`src/rtl/vga_scan_compositor_if.sv`:
```
// Scan/pixel bundle between the compositor (master) and the layers/VGA pins (slave).
// Carries layer palette indices in and scan counters, syncs, rgb and status pulses out.
interface vga_scan_compositor_if #(
    parameter int CIDXW = 3,
    parameter int CORDW = 10
);
    logic [CIDXW:0]   level_pix;
    logic [CIDXW:0]   obstacle_pix;
    logic [CIDXW:0]   player_pix;
    logic [CORDW-1:0] hc;
    logic [CORDW-1:0] vc;
    logic             line;
    logic             hSync;
    logic             vSync;
    logic [7:0]       rgb;
    logic             frame_end;
    logic             collision;

    modport master (
        input  level_pix, obstacle_pix, player_pix,
        output hc, vc, line, hSync, vSync, rgb, frame_end, collision
    );

    modport slave (
        output level_pix, obstacle_pix, player_pix,
        input  hc, vc, line, hSync, vSync, rgb, frame_end, collision
    );
endinterface

```
`src/rtl/vga_scan_compositor.sv`:
```
// 640x480@60 scan generator + 3-layer priority compositor; optional collision flag under COLLISION_DETECT_EN.
// Latency: syncs move with hc/vc; rgb updates 2 CLK after its hc/vc (phase 2 of the same pixel).
// Backpressure: none -- free-running scan, layers must present indices by phase 2.
module vga_scan_compositor #(
    parameter int         CIDXW    = 3,
    parameter int         CORDW    = 10,
    parameter int         H_TOTAL  = 800,
    parameter int         V_TOTAL  = 525,
    parameter int         H_SYNC   = 96,
    parameter int         V_SYNC   = 2,
    parameter int         H_VIS_LO = 144,
    parameter int         V_VIS_LO = 35,
    parameter int         H_VIS_W  = 640,
    parameter int         V_VIS_H  = 480,
    parameter logic [7:0] BG_RGB   = 8'h00
) (
    input logic                   CLK,
    input logic                   RESET,
    vga_scan_compositor_if.master vga
);

    localparam logic [CORDW-1:0] H_LAST    = CORDW'(H_TOTAL - 1);
    localparam logic [CORDW-1:0] V_LAST    = CORDW'(V_TOTAL - 1);
    localparam logic [CORDW-1:0] H_SYNC_E  = CORDW'(H_SYNC);
    localparam logic [CORDW-1:0] V_SYNC_E  = CORDW'(V_SYNC);
    localparam logic [CORDW-1:0] H_VIS_B   = CORDW'(H_VIS_LO);
    localparam logic [CORDW-1:0] H_VIS_E   = CORDW'(H_VIS_LO + H_VIS_W);
    localparam logic [CORDW-1:0] V_VIS_B   = CORDW'(V_VIS_LO);
    localparam logic [CORDW-1:0] V_VIS_E   = CORDW'(V_VIS_LO + V_VIS_H);

    logic [1:0]       phase;
    logic [CORDW-1:0] hc_q, vc_q, hc_nxt, vc_nxt;
    logic             line_q, frame_end_q, hsync_q, vsync_q;
    logic [7:0]       rgb_q, pix_rgb;
    logic             px_end, hc_wrap, vc_wrap, frame_wrap, sample, visible;

    function automatic logic [7:0] pal(input logic [3:0] idx);
        case (idx)
            4'd0:    pal = BG_RGB;
            4'd1:    pal = 8'h49;
            4'd2:    pal = 8'hE0;
            4'd3:    pal = 8'h1C;
            4'd4:    pal = 8'h03;
            4'd5:    pal = 8'hFC;
            4'd6:    pal = 8'hE3;
            4'd7:    pal = 8'hFF;
            4'd8:    pal = 8'hF0;
            default: pal = 8'h92;
        endcase
    endfunction

    assign px_end     = (phase == 2'd3);
    assign hc_wrap    = (hc_q == H_LAST);
    assign vc_wrap    = (vc_q == V_LAST);
    assign frame_wrap = px_end && hc_wrap && vc_wrap;
    // Layers register one CLK after hc/vc move, so their indices are settled by the phase 1->2 edge.
    assign sample     = (phase == 2'd1);
    assign visible    = (hc_q >= H_VIS_B) && (hc_q < H_VIS_E) &&
                        (vc_q >= V_VIS_B) && (vc_q < V_VIS_E);

    always_comb begin
        hc_nxt = hc_q;
        vc_nxt = vc_q;
        if (px_end) begin
            hc_nxt = hc_wrap ? '0 : hc_q + CORDW'(1);
            if (hc_wrap) begin
                vc_nxt = vc_wrap ? '0 : vc_q + CORDW'(1);
            end
        end
    end

    always_comb begin
        pix_rgb = BG_RGB;
        if (!visible) begin
            pix_rgb = 8'h00;
        end else if (|vga.player_pix) begin
            pix_rgb = pal(vga.player_pix[3:0]);
        end else if (|vga.obstacle_pix) begin
            pix_rgb = pal(vga.obstacle_pix[3:0]);
        end else if (|vga.level_pix) begin
            pix_rgb = pal(vga.level_pix[3:0]);
        end
    end

    always_ff @(posedge CLK or posedge RESET) begin
        if (RESET) begin
            phase       <= 2'd0;
            hc_q        <= '0;
            vc_q        <= '0;
            line_q      <= 1'b0;
            frame_end_q <= 1'b0;
            hsync_q     <= 1'b1;
            vsync_q     <= 1'b1;
            rgb_q       <= 8'h00;
        end else begin
            phase       <= phase + 2'd1;
            hc_q        <= hc_nxt;
            vc_q        <= vc_nxt;
            line_q      <= px_end && hc_wrap;
            frame_end_q <= frame_wrap;
            hsync_q     <= !(hc_nxt < H_SYNC_E);
            vsync_q     <= !(vc_nxt < V_SYNC_E);
            if (sample) begin
                rgb_q <= pix_rgb;
            end
        end
    end

`ifdef COLLISION_DETECT_EN
    logic hit_flag, collision_q, hit_now;

    assign hit_now = sample && visible && (|vga.player_pix) && (|vga.obstacle_pix);

    // Result for a frame is published at its frame_end and held for the whole next frame.
    always_ff @(posedge CLK or posedge RESET) begin
        if (RESET) begin
            hit_flag    <= 1'b0;
            collision_q <= 1'b0;
        end else if (frame_wrap) begin
            collision_q <= hit_flag | hit_now;
            hit_flag    <= 1'b0;
        end else if (hit_now) begin
            hit_flag    <= 1'b1;
        end
    end

    assign vga.collision = collision_q;
`else
    assign vga.collision = 1'b0;
`endif

    assign vga.hc        = hc_q;
    assign vga.vc        = vc_q;
    assign vga.line      = line_q;
    assign vga.frame_end = frame_end_q;
    assign vga.hSync     = hsync_q;
    assign vga.vSync     = vsync_q;
    assign vga.rgb       = rgb_q;

endmodule

```
`src/flat_wrapper.sv`:
```
// flat-port wrapper written by rule: the top's interface ports become plain ports
module vga_scan_compositor_flat 
#(
    parameter int         CIDXW    = 3,
    parameter int         CORDW    = 10,
    parameter int         H_TOTAL  = 800,
    parameter int         V_TOTAL  = 525,
    parameter int         H_SYNC   = 96,
    parameter int         V_SYNC   = 2,
    parameter int         H_VIS_LO = 144,
    parameter int         V_VIS_LO = 35,
    parameter int         H_VIS_W  = 640,
    parameter int         V_VIS_H  = 480,
    parameter logic [7:0] BG_RGB   = 8'h00
)
  (CLK, RESET, vga_level_pix, vga_obstacle_pix, vga_player_pix, vga_hc, vga_vc, vga_line, vga_hSync, vga_vSync, vga_rgb, vga_frame_end, vga_collision);
  vga_scan_compositor_if #(.CIDXW(CIDXW), .CORDW(CORDW)) vga_i ();
  input logic CLK;
  input logic RESET;
  input wire logic [$bits(vga_i.level_pix)-1:0] vga_level_pix;
  input wire logic [$bits(vga_i.obstacle_pix)-1:0] vga_obstacle_pix;
  input wire logic [$bits(vga_i.player_pix)-1:0] vga_player_pix;
  output wire logic [$bits(vga_i.hc)-1:0] vga_hc;
  output wire logic [$bits(vga_i.vc)-1:0] vga_vc;
  output wire logic [$bits(vga_i.line)-1:0] vga_line;
  output wire logic [$bits(vga_i.hSync)-1:0] vga_hSync;
  output wire logic [$bits(vga_i.vSync)-1:0] vga_vSync;
  output wire logic [$bits(vga_i.rgb)-1:0] vga_rgb;
  output wire logic [$bits(vga_i.frame_end)-1:0] vga_frame_end;
  output wire logic [$bits(vga_i.collision)-1:0] vga_collision;
  assign vga_i.level_pix = vga_level_pix;
  assign vga_i.obstacle_pix = vga_obstacle_pix;
  assign vga_i.player_pix = vga_player_pix;
  assign vga_hc = vga_i.hc;
  assign vga_vc = vga_i.vc;
  assign vga_line = vga_i.line;
  assign vga_hSync = vga_i.hSync;
  assign vga_vSync = vga_i.vSync;
  assign vga_rgb = vga_i.rgb;
  assign vga_frame_end = vga_i.frame_end;
  assign vga_collision = vga_i.collision;
  vga_scan_compositor #(.CIDXW(CIDXW), .CORDW(CORDW), .H_TOTAL(H_TOTAL), .V_TOTAL(V_TOTAL), .H_SYNC(H_SYNC), .V_SYNC(V_SYNC), .H_VIS_LO(H_VIS_LO), .V_VIS_LO(V_VIS_LO), .H_VIS_W(H_VIS_W), .V_VIS_H(V_VIS_H), .BG_RGB(BG_RGB)) u_core (.CLK(CLK), .RESET(RESET), .vga(vga_i));
endmodule
```
`config.mk`:
```
export PLATFORM = sky130hd
export DESIGN_NAME = vga_scan_compositor_flat
export DESIGN_NICKNAME = d
export VERILOG_FILES = /design/src/rtl/vga_scan_compositor_if.sv /design/src/rtl/vga_scan_compositor.sv /design/src/flat_wrapper.sv
export SDC_FILE = /design/constraint.sdc
export NUM_CORES = 1
export LEC_CHECK = 0
export BUFFER_PORTS_ARGS = -buffer_cell sky130_fd_sc_hd__buf_2
export CAP_MARGIN = 10
export CORE_UTILIZATION = 41
export DETAILED_ROUTE_END_ITERATION = 10
export MAX_ROUTING_LAYER = met4
export SYNTH_ARGS = -nofsm -noshare
export SYNTH_HDL_FRONTEND = slang
export SYNTH_SLANG_ARGS = --single-unit
```
`constraint.sdc`:
```
create_clock -name CLK -period 3.5 [get_ports CLK]
set_input_delay 0.525 -clock CLK [delete_from_list [all_inputs] [get_ports CLK]]
set_output_delay 0.525 -clock CLK [all_outputs]
set_load 0.01 [all_outputs]
```
-- Word-level counts from Yosys, hierarchy flattened
Memory sizes are Yosys's and may differ from the RTL's.
Index checks and enable logic that the tools add are counted.
- bits in registers: 34
- ROM bits: 384
- bits of input ports: 14
- output and inout port bits: 33
- word-level logic and storage cells: 43
- memories: 3
- memory list (memory ; depth ; bits a word ; rd ports ; clocked after memory_dff ; wr ports ; line ; RTL):
    (no name shown) ; 16 ; 8 ; 1 ; 0 ; 0 ; vga_scan_compositor.sv:38 ; case (idx)
    (no name shown) ; 16 ; 8 ; 1 ; 0 ; 0 ; vga_scan_compositor.sv:38 ;
    (no name shown) ; 16 ; 8 ; 1 ; 0 ; 0 ; vga_scan_compositor.sv:38 ;
- add/subtract/negate cells: 3
- $lt $le $gt $ge: 6
- equal/unequal tests: 4
- mux-type cells: 9
- reduce and logical (&&, ||, !) cells: 10
- operator list (operator ; count):
    10-bit 2-to-1 mux ; 5
    8-bit 2-to-1 mux ; 4
    10-bit by 1-bit adder with 10-bit output (second input constant) ; 2
    10-bit equality test (second input constant) ; 2
    10-bit less-than comparator (second input constant) ; 2
    4-bit OR reduction ; 3
    10-bit by 6-bit >= comparator with 1-bit output (second input constant) ; 1
    10-bit by 8-bit >= comparator with 1-bit output (second input constant) ; 1
    10-bit by 2-bit less-than comparator with 1-bit output (second input constant) ; 1
    10-bit by 7-bit less-than comparator with 1-bit output (second input constant) ; 1
    1-bit logical AND ; 5
    2-bit by 1-bit adder with 2-bit output (second input constant) ; 1
    2-bit by 1-bit equality test with 1-bit output (second input constant) ; 1
    2-bit equality test (second input constant) ; 1
    1-bit logical NOT ; 2

-- Depth between registers and ports, before layout
Gate-level depths: netlist (run 1).
- word-level depth: 6
- depth in mapped cells: 9
- mapped depth without buffers: 8

-- Worst setup path after synthesis (run 1)
OpenSTA, ideal clock, no wires.
- path type: flip-flop to flip-flop
- from: reg u_core.phase[0]
- to: reg u_core.hsync_q (netlist: u_core.vga.hSync)
- arrival time: 1.811 ns
- required time: 3.412 ns
- path slack: 1.601 ns
- cell stages (with the launch flop): 9
- path buffers: 1
- cells stage by stage: dfrtp_1 -> ha_1 -> and3_1 -> clkbuf_1 -> and4_1 -> nand3_1 -> xor2_1 -> nor2_1 -> or3_1
- longest elaborated chain between the ends: 4
- ends and longest elaborated chain (element ; line ; RTL):
    start, declared ; vga_scan_compositor.sv:31 ; logic [1:0] phase;
    start signal, assigned ; vga_scan_compositor.sv:96 ; phase <= phase + 2'd1;
    2-bit equality test ; vga_scan_compositor.sv:52 ; assign px_end = (phase == 2'd3);
    10-bit 2-to-1 mux ; vga_scan_compositor.sv:64 ; if (px_end) begin
    net u_core.hc_nxt[9] ; vga_scan_compositor.sv:32 ; logic [CORDW-1:0] hc_q, vc_q, hc_nxt, vc_nxt;
    10-bit by 7-bit less-than comparator with 1-bit output ; vga_scan_compositor.sv:101 ; hsync_q <= !(hc_nxt < H_SYNC_E);
    1-bit logical NOT ; vga_scan_compositor.sv:101 ;
    end signal, assigned ; vga_scan_compositor.sv:101 ;
    end, declared ; vga_scan_compositor.sv:33 ; logic line_q, frame_end_q, hsync_q, vsync_q;
The timed path passes the listed nets, and every way through them passes these cells.
A chain may end at the register's enable or synchronous reset.

-- Worst setup path in the final report (run 1)
- from: reg u_core.vc_q[0] (netlist: u_core.vga.vc[0])
- to: reg u_core.rgb_q[2] (netlist: u_core.vga.rgb[2])
- longest elaborated chain between the ends: 4
- elaborated cells between the ends (all ways): 5
- those cells by class: order compare: 2; mux: 1; reduce/logical: 2
- ends and longest elaborated chain (element ; line ; RTL):
    start, declared ; vga_scan_compositor.sv:32 ;
    start signal, assigned ; vga_scan_compositor.sv:98 ; vc_q <= vc_nxt;
    10-bit by 6-bit >= comparator with 1-bit output ; vga_scan_compositor.sv:59 ; (vc_q >= V_VIS_B) && (vc_q < V_VIS_E);
    1-bit logical AND ; vga_scan_compositor.sv:58 ; assign visible = (hc_q >= H_VIS_B) && (hc_q < H_VIS_E) &&
    1-bit logical AND (*) ; vga_scan_compositor.sv:59 ;
    8-bit 2-to-1 mux (*) ; vga_scan_compositor.sv:74 ; if (!visible) begin
    end signal, assigned ; vga_scan_compositor.sv:104 ; rgb_q <= pix_rgb;
    end, declared ; vga_scan_compositor.sv:34 ; logic [7:0] rgb_q, pix_rgb;
Every way passes the cells marked *; elsewhere a longest branch is shown, timed or not.

==> results.cfg, run 1 <==
[synth]
ys_top_cells_by_area = dfrtp_1 (33%), ha_1 (9.7%), inv_1 (4.6%), nor3_1 (3.3%), nor2_1 (3.1%)
yosysTopAreaCell = dfrtp_1
syn_avg_cell_area_um2 = 8.53
synth_top_cell_area_share_pct = 32.7
seq_area_frac_synth_pct = 34.8
ys_ff_latch = 34
syn_inst = 287
yosysWarnings = 0
synthesis.nets = 320
synth-edff-count = 0
ys_async_sr_fraction_pct = 100
synth.distinct_cells = 58
ys.flop_type = dfrtp_1
synthesis.area_um2 = 2450

[sta]
max_slew_margin_pct = 58.8
post-route-period-util_pct = 60.7
fmax_ghz = 0.471
worst_pin_slew_ns = 0.617
setup_tns_ns = 0
hold_viol = 0
finalWorstSetupSlack_ns = 1.38
skew_ns = 0.00687
slew_violations = 0
setup_viol_count_final = 0
min_period_ns = 2.12
grt_setup_unrepaired = false
hold_ws_ns = 0.317

[critical_path]
endpoint_kind = flip-flop
crit_path_max_incr_delay_ns = 0.48
cp_max_fo = 8
worstSetupPathType = reg2reg
cpMaxStageDelayCell = dfrtp_1
critPathRequiredTime_ns = 3.65
cp.arrival_ns = 2.27
start_kind = flip-flop
worstPathCellList = ha_1 -> nor4_1 -> nand2b_1 -> a21oi_1 -> o211ai_2 -> nand2b_4 -> o32ai_2

[min_path]
hold_class = in2async

[placement]
routabilityCongestion = 0.843
placed_area_um2 = 2690
port_buffers = 45
pre_cts_slack_ns = 1.23
dp_hpwl_um = 4100

[cells_and_area]
fin_area_um2 = 2770
syn2layout_area_growth_pct = 13.1
drive_above_1_share_pct = 17.9
antennaDiodeCount = 0
nets = 356

[floorplan]
die_x_um = 79.3
ios = 47
coreArea_um2 = 5640
row_count = 27
die_h_um = 79.3
start_util_pct = 43.4
die-area_um2 = 6290

[global_routing]
grt.overflow.total = 0
grt_max_degree = 20
grt_usage_pct = 19.7
grt_pass1_wl_um = 9430
grt_pass1_vias = 1937
antenna_found_initial = 0

[outcome]
run_status = finished, final reports clean

[clock_tree]
cts.htree.levels = 2
cts_root_buf = clkbuf_8
post_cts_buffers = 0
cts_tree = done
clk_pin_slew_ns = 0.07
clock_path_buffers = 2
numCtsBuffers = 5
cts.sinks = 34
clk_latency_ns = 0.28
cts_hold_buf = 0
ctsResizeCount = 0

[power_and_ir_drop]
ir_drop_uv = 168
p_leak_nw = 1.34
power_density_nw_per_um2 = 267

[route]
drt_iter0_drc = 210
viasPerCell = 5.38
vias = 2132
ant_nets = 0
firstDrtPassIters = 4
drc = 0
wl_per_cell_um = 13.7
routed_wl_um = 5440

[job]
cap_viol_max_count = 0
## where the power goes
group	internal (mW)	switching, mW	total, mW
clock network	0.141	0.128	0.270
logic	0.0281	0.0486	0.0767
registers	0.393	0	0.393
total	0.562	0.177	0.739
## metrics by stage
stage / cells / utilization (%) / total power, mW
6_report: 396 / 49.1 / 0.739
4_1_cts: 396 / 49.1 / 0.751
2_1_floorplan: 287 / - / 0.453
3_5_place_dp: 388 / 47.7 / 0.477
5_1_grt: 396 / 49.1 / 0.779
3_3_place_gp: 388 / 47.7 / 0.477
## synth_stat cells (4+ instances only)
library cell  number
a31oi_1            5
nor2_1            20
nand3_1            8
clkbuf_1          11
nand2b_1           5
o21ai_1            4
o22ai_1           11
xnor2_1            5
dfrtp_1           32
nand2_1           19
o21ai_0           11
nor3_1            16
inv_1             30
a21oi_1           10
ha_1              19
nor2b_1            9
and3_1             7
xor2_1             7
## per-layer routing
layer | track usage (%) | up-vias | wire length (um)
met5 | - | - | 0
met4 | 4.91 | 0 | 38
met3 | 3.22 | 4 | 273
met2 | 28.3 | 59 | 2300
met1 | 28.7 | 984 | 2830
li1 | - | 1085 | -
## final timing paths
kind	cells past startpoint	startpoint	end	slack [ns]
min reg2reg	1	u_core.phase[0]	u_core.phase[0]	0.47
max	7	u_core.vga.vc[0]	u_core.vga.rgb[2]	1.38
max reg2reg	7	u_core.vga.vc[0]	u_core.vga.rgb[2]	1.38
min	2	RESET	u_core.vga.hc[2]	0.32
min in group CLK	1	u_core.phase[0]	u_core.phase[0]	0.47
max in group asynchronous	3	RESET	u_core.vga.vSync	2.43
## area by class of cell
class | instances | area (um2)
inverters | 31 | 116
repair buffers | 46 | 233
well taps | 72 | 90.1
multi-input cells | 205 | 1400
clock buffers | 8 | 80.1
fillers | 556 | 2870
flip-flops and latches | 34 | 853
## cell usage in the layout, fill, tap and decap left out, drive strengths merged, types with 2 or more instances in the layout
master,Yosys,final
inv,31,31
a211oi,3,3
o221ai,3,3
o21a,2,2
and2,2,2
xor2,7,7
nor4,2,2
o21ai,15,15
xnor2,5,5
dfrtp,32,32
or4,2,2
mux2i,3,3
a21oi,10,10
nand2b,6,6
clkbuf,12,8
o22ai,11,11
o31ai,3,3
nor3,16,16
buf,5,46
nand4,4,4
and3,7,7
a31oi,5,5
nor2b,9,9
dfstp,2,2
nand2,19,19
nand3,8,8
nor3b,3,3
nor2,20,20
ha,19,19
## state kept, by name, summed over array words and instances, names as in the netlist
name,count
u_core.phase,2
u_core.vga.vc,10
u_core.vga.vSync,1
u_core.vga.hSync,1
u_core.vga.line,1
u_core.vga.frame_end,1
u_core.vga.hc,10
u_core.vga.rgb,8
## kinds of logic after synthesis
| kind of cell | share of synthesized area [%] |
|---|---|
| other cells | 0.153 |
| mux | 1.23 |
| compound gates | 18.8 |
| buf+inv | 8.07 |
| xor+xnor | 4.29 |
| flops | 34.8 |
| simple gates | 22.9 |
| fa+ha+maj | 9.71 |
## worst max-delay path, delay by kind of cell, from the launching register on
kind                       cells  cell delay [ns]
AOI/OAI and AO/OA              3             0.48
adders and majority gates      1             0.32
DFF                            1             0.48
and+or+nand+nor                3             0.71
Note: power is estimated with default switching activity, not from simulation.
==> run 2, diff against run 1 <==
Clock period 3.5 ns to 2 ns, I/O delays scaled along.
==> run 2 against run 1 <==
Non-clock buffer count rose by 28; global-route usage up 1.9 points; combinational power is 83% higher; largest power group unchanged; register-to-register slack got worse by 1.3 ns; highest routed layer unchanged; clock power grew 92%; sequential power up 75%; count of clock-buffer cells in the layout down 1; die area stayed put; power rose by 82%.
==> results.cfg, run 2 (synthesis gave the netlist of run 1 again) <==
[critical_path]
cp_max_fo = 6
rr_worst_depth = 5
worstPathCellList = or4_1 -> a31oi_1 -> o211ai_2 -> nand2b_4 -> o32ai_2
critPathRequiredTime_ns = 2.19
r2r_start = u_core.vga.hc[5]
crit_path_start = u_core.vga.hc[5]
endpoint_kind = flip-flop
worstSetupPathType = reg2reg
cp.arrival_ns = 2.08
crit_path_max_incr_delay_ns = 0.51
cpMaxStageDelayCell = or4_1
start_kind = flip-flop

[cells_and_area]
n_fill_cell = 556
drive_above_1_share_pct = 25.6
antennaDiodeCount = 0
nets = 384
regArea_um2 = 853
syn2layout_area_growth_pct = 22.3
final_common_cell = buf_2
final_cell_count_no_fill = 424
multi_input_area_um2 = 1400
layout_common_cells = buf_2 (45), dfrtp_1 (32), inv_1 (30), buf_4 (29), nor2_1 (20)

[job]
cap_viol_max_count = 0

[route]
ant_nets = 0
wl_per_cell_um = 14.1
firstDrtPassIters = 5
drc = 0
drt_iter0_drc = 221
routed_wl_um = 5980
viasPerCell = 5.42
vias = 2299

[global_routing]
grt_max_degree = 35
grt_usage_pct = 21.6
grt_pass1_wl_um = 10300
antenna_found_initial = 0
grt.overflow.total = 0
grt_pass1_vias = 2110

[power_and_ir_drop]
p_leak_nw = 1.49
power_density_nw_per_um2 = 450
ir_drop_uv = 383

[placement]
routabilityCongestion = 0.937
dp_hpwl_um = 4550
dp.cells = 416
pre_cts_slack_ns = 0.0626
port_buffers = 45

[min_path]
hold_class = in2async

[sta]
skew_ns = 0.00394
hold_viol = 0
setup_tns_ns = 0
min_period_ns = 1.88
post-route-period-util_pct = 94.2
fmax_ghz = 0.531
setup_viol_count_final = 0
grt_setup_unrepaired = false
finalWorstSetupSlack_ns = 0.116
slew_violations = 0

[clock_tree]
cts_root_buf = clkbuf_8
cts_tree = done
cts.sinks = 34
clk_pin_slew_ns = 0.07
cts.htree.levels = 2
cts_hold_buf = 0
clock_path_buffers = 2
numCtsBuffers = 5
post_cts_buffers = 0
clk_latency_ns = 0.28
ctsResizeCount = 0

[floorplan]
ios = 47
die_x_um = 79.3
die_h_um = 79.3
row_count = 27
start_util_pct = 43.4
die-area_um2 = 6290
coreArea_um2 = 5640

[outcome]
run_status = finished, final reports clean
run 2: cell types whose count changed in the layout (fill, tap and decap cells not counted):
| cell | before | now |
|---|---|---|
| clkinv_2 | 0 | 1 |
| ha_1 | 19 | 18 |
| clkbuf_8 | 5 | 6 |
| clkbuf_1 | 3 | 1 |
| ha_2 | 0 | 1 |
| and3_2 | 0 | 1 |
| and3_1 | 7 | 6 |
| buf_4 | 1 | 29 |
run 2: path summary, 6_finish.rpt:
kind | endpoint | slack, ns
max in group asynchronous | u_core.vga.vSync | 1.55
min | u_core.vga.hc[7] | 0.11
max reg2reg | u_core.vga.rgb[2] | 0.12
min in group CLK | u_core.vga.rgb[7] | 0.41
min reg2reg | u_core.phase[0] | 0.47
max | u_core.vga.rgb[2] | 0.12
run 2: area by class of cell:
cell class	count	share of cell area [%]
multi-input cells	205	46.8
clock buffers	7	2.88
well taps	72	3.01
clock inverters	1	0.167
inverters	31	3.88
repair buffers	74	14.8
flip-flops and latches	34	28.5
run 2: per-stage QoR:
step | instance area, um2 | utilization [%] | hold WS (ns) | power (mW)
after floorplan | 2450 | - | 0.428 | 0.792
after global placement | 2900 | 51.4 | 0.423 | 0.839
after detailed placement | 2900 | 51.4 | 0.437 | 0.840
after CTS | 2990 | 53.0 | 0.128 | 1.37
after global routing | 3000 | 53.1 | 0.152 | 1.41
final | 3000 | 53.1 | 0.112 | 1.35
run 2: worst max-delay path: cells and delay by family, from the launching register on:
family           cells  cell delay (ns)
AND/OR/NAND/NOR      2             0.68
AO/OA/AOI/OAI        3             0.67
flip-flops           1             0.44
run 2: report_power, final:
part / leakage (nW) / internal (mW) / switching (mW)
combinational: 0.990 / 0.0535 / 0.0863
sequential: 0.453 / 0.688 / 0
clock: 0.0482 / 0.278 / 0.242
total: 1.49 / 1.02 / 0.328
run 2: routing by layer:
| layer | GRT usage, % | part of all wire (%) | vias to the layer above |
|---|---|---|---|
| met4 | 4.91 | 0.75 | 0 |
| met5 | - | 0 | - |
| met2 | 31.0 | 43 | 73 |
| met1 | 31.4 | 51 | 1076 |
| li1 | - | - | 1143 |
| met3 | 3.91 | 5.3 | 7 |
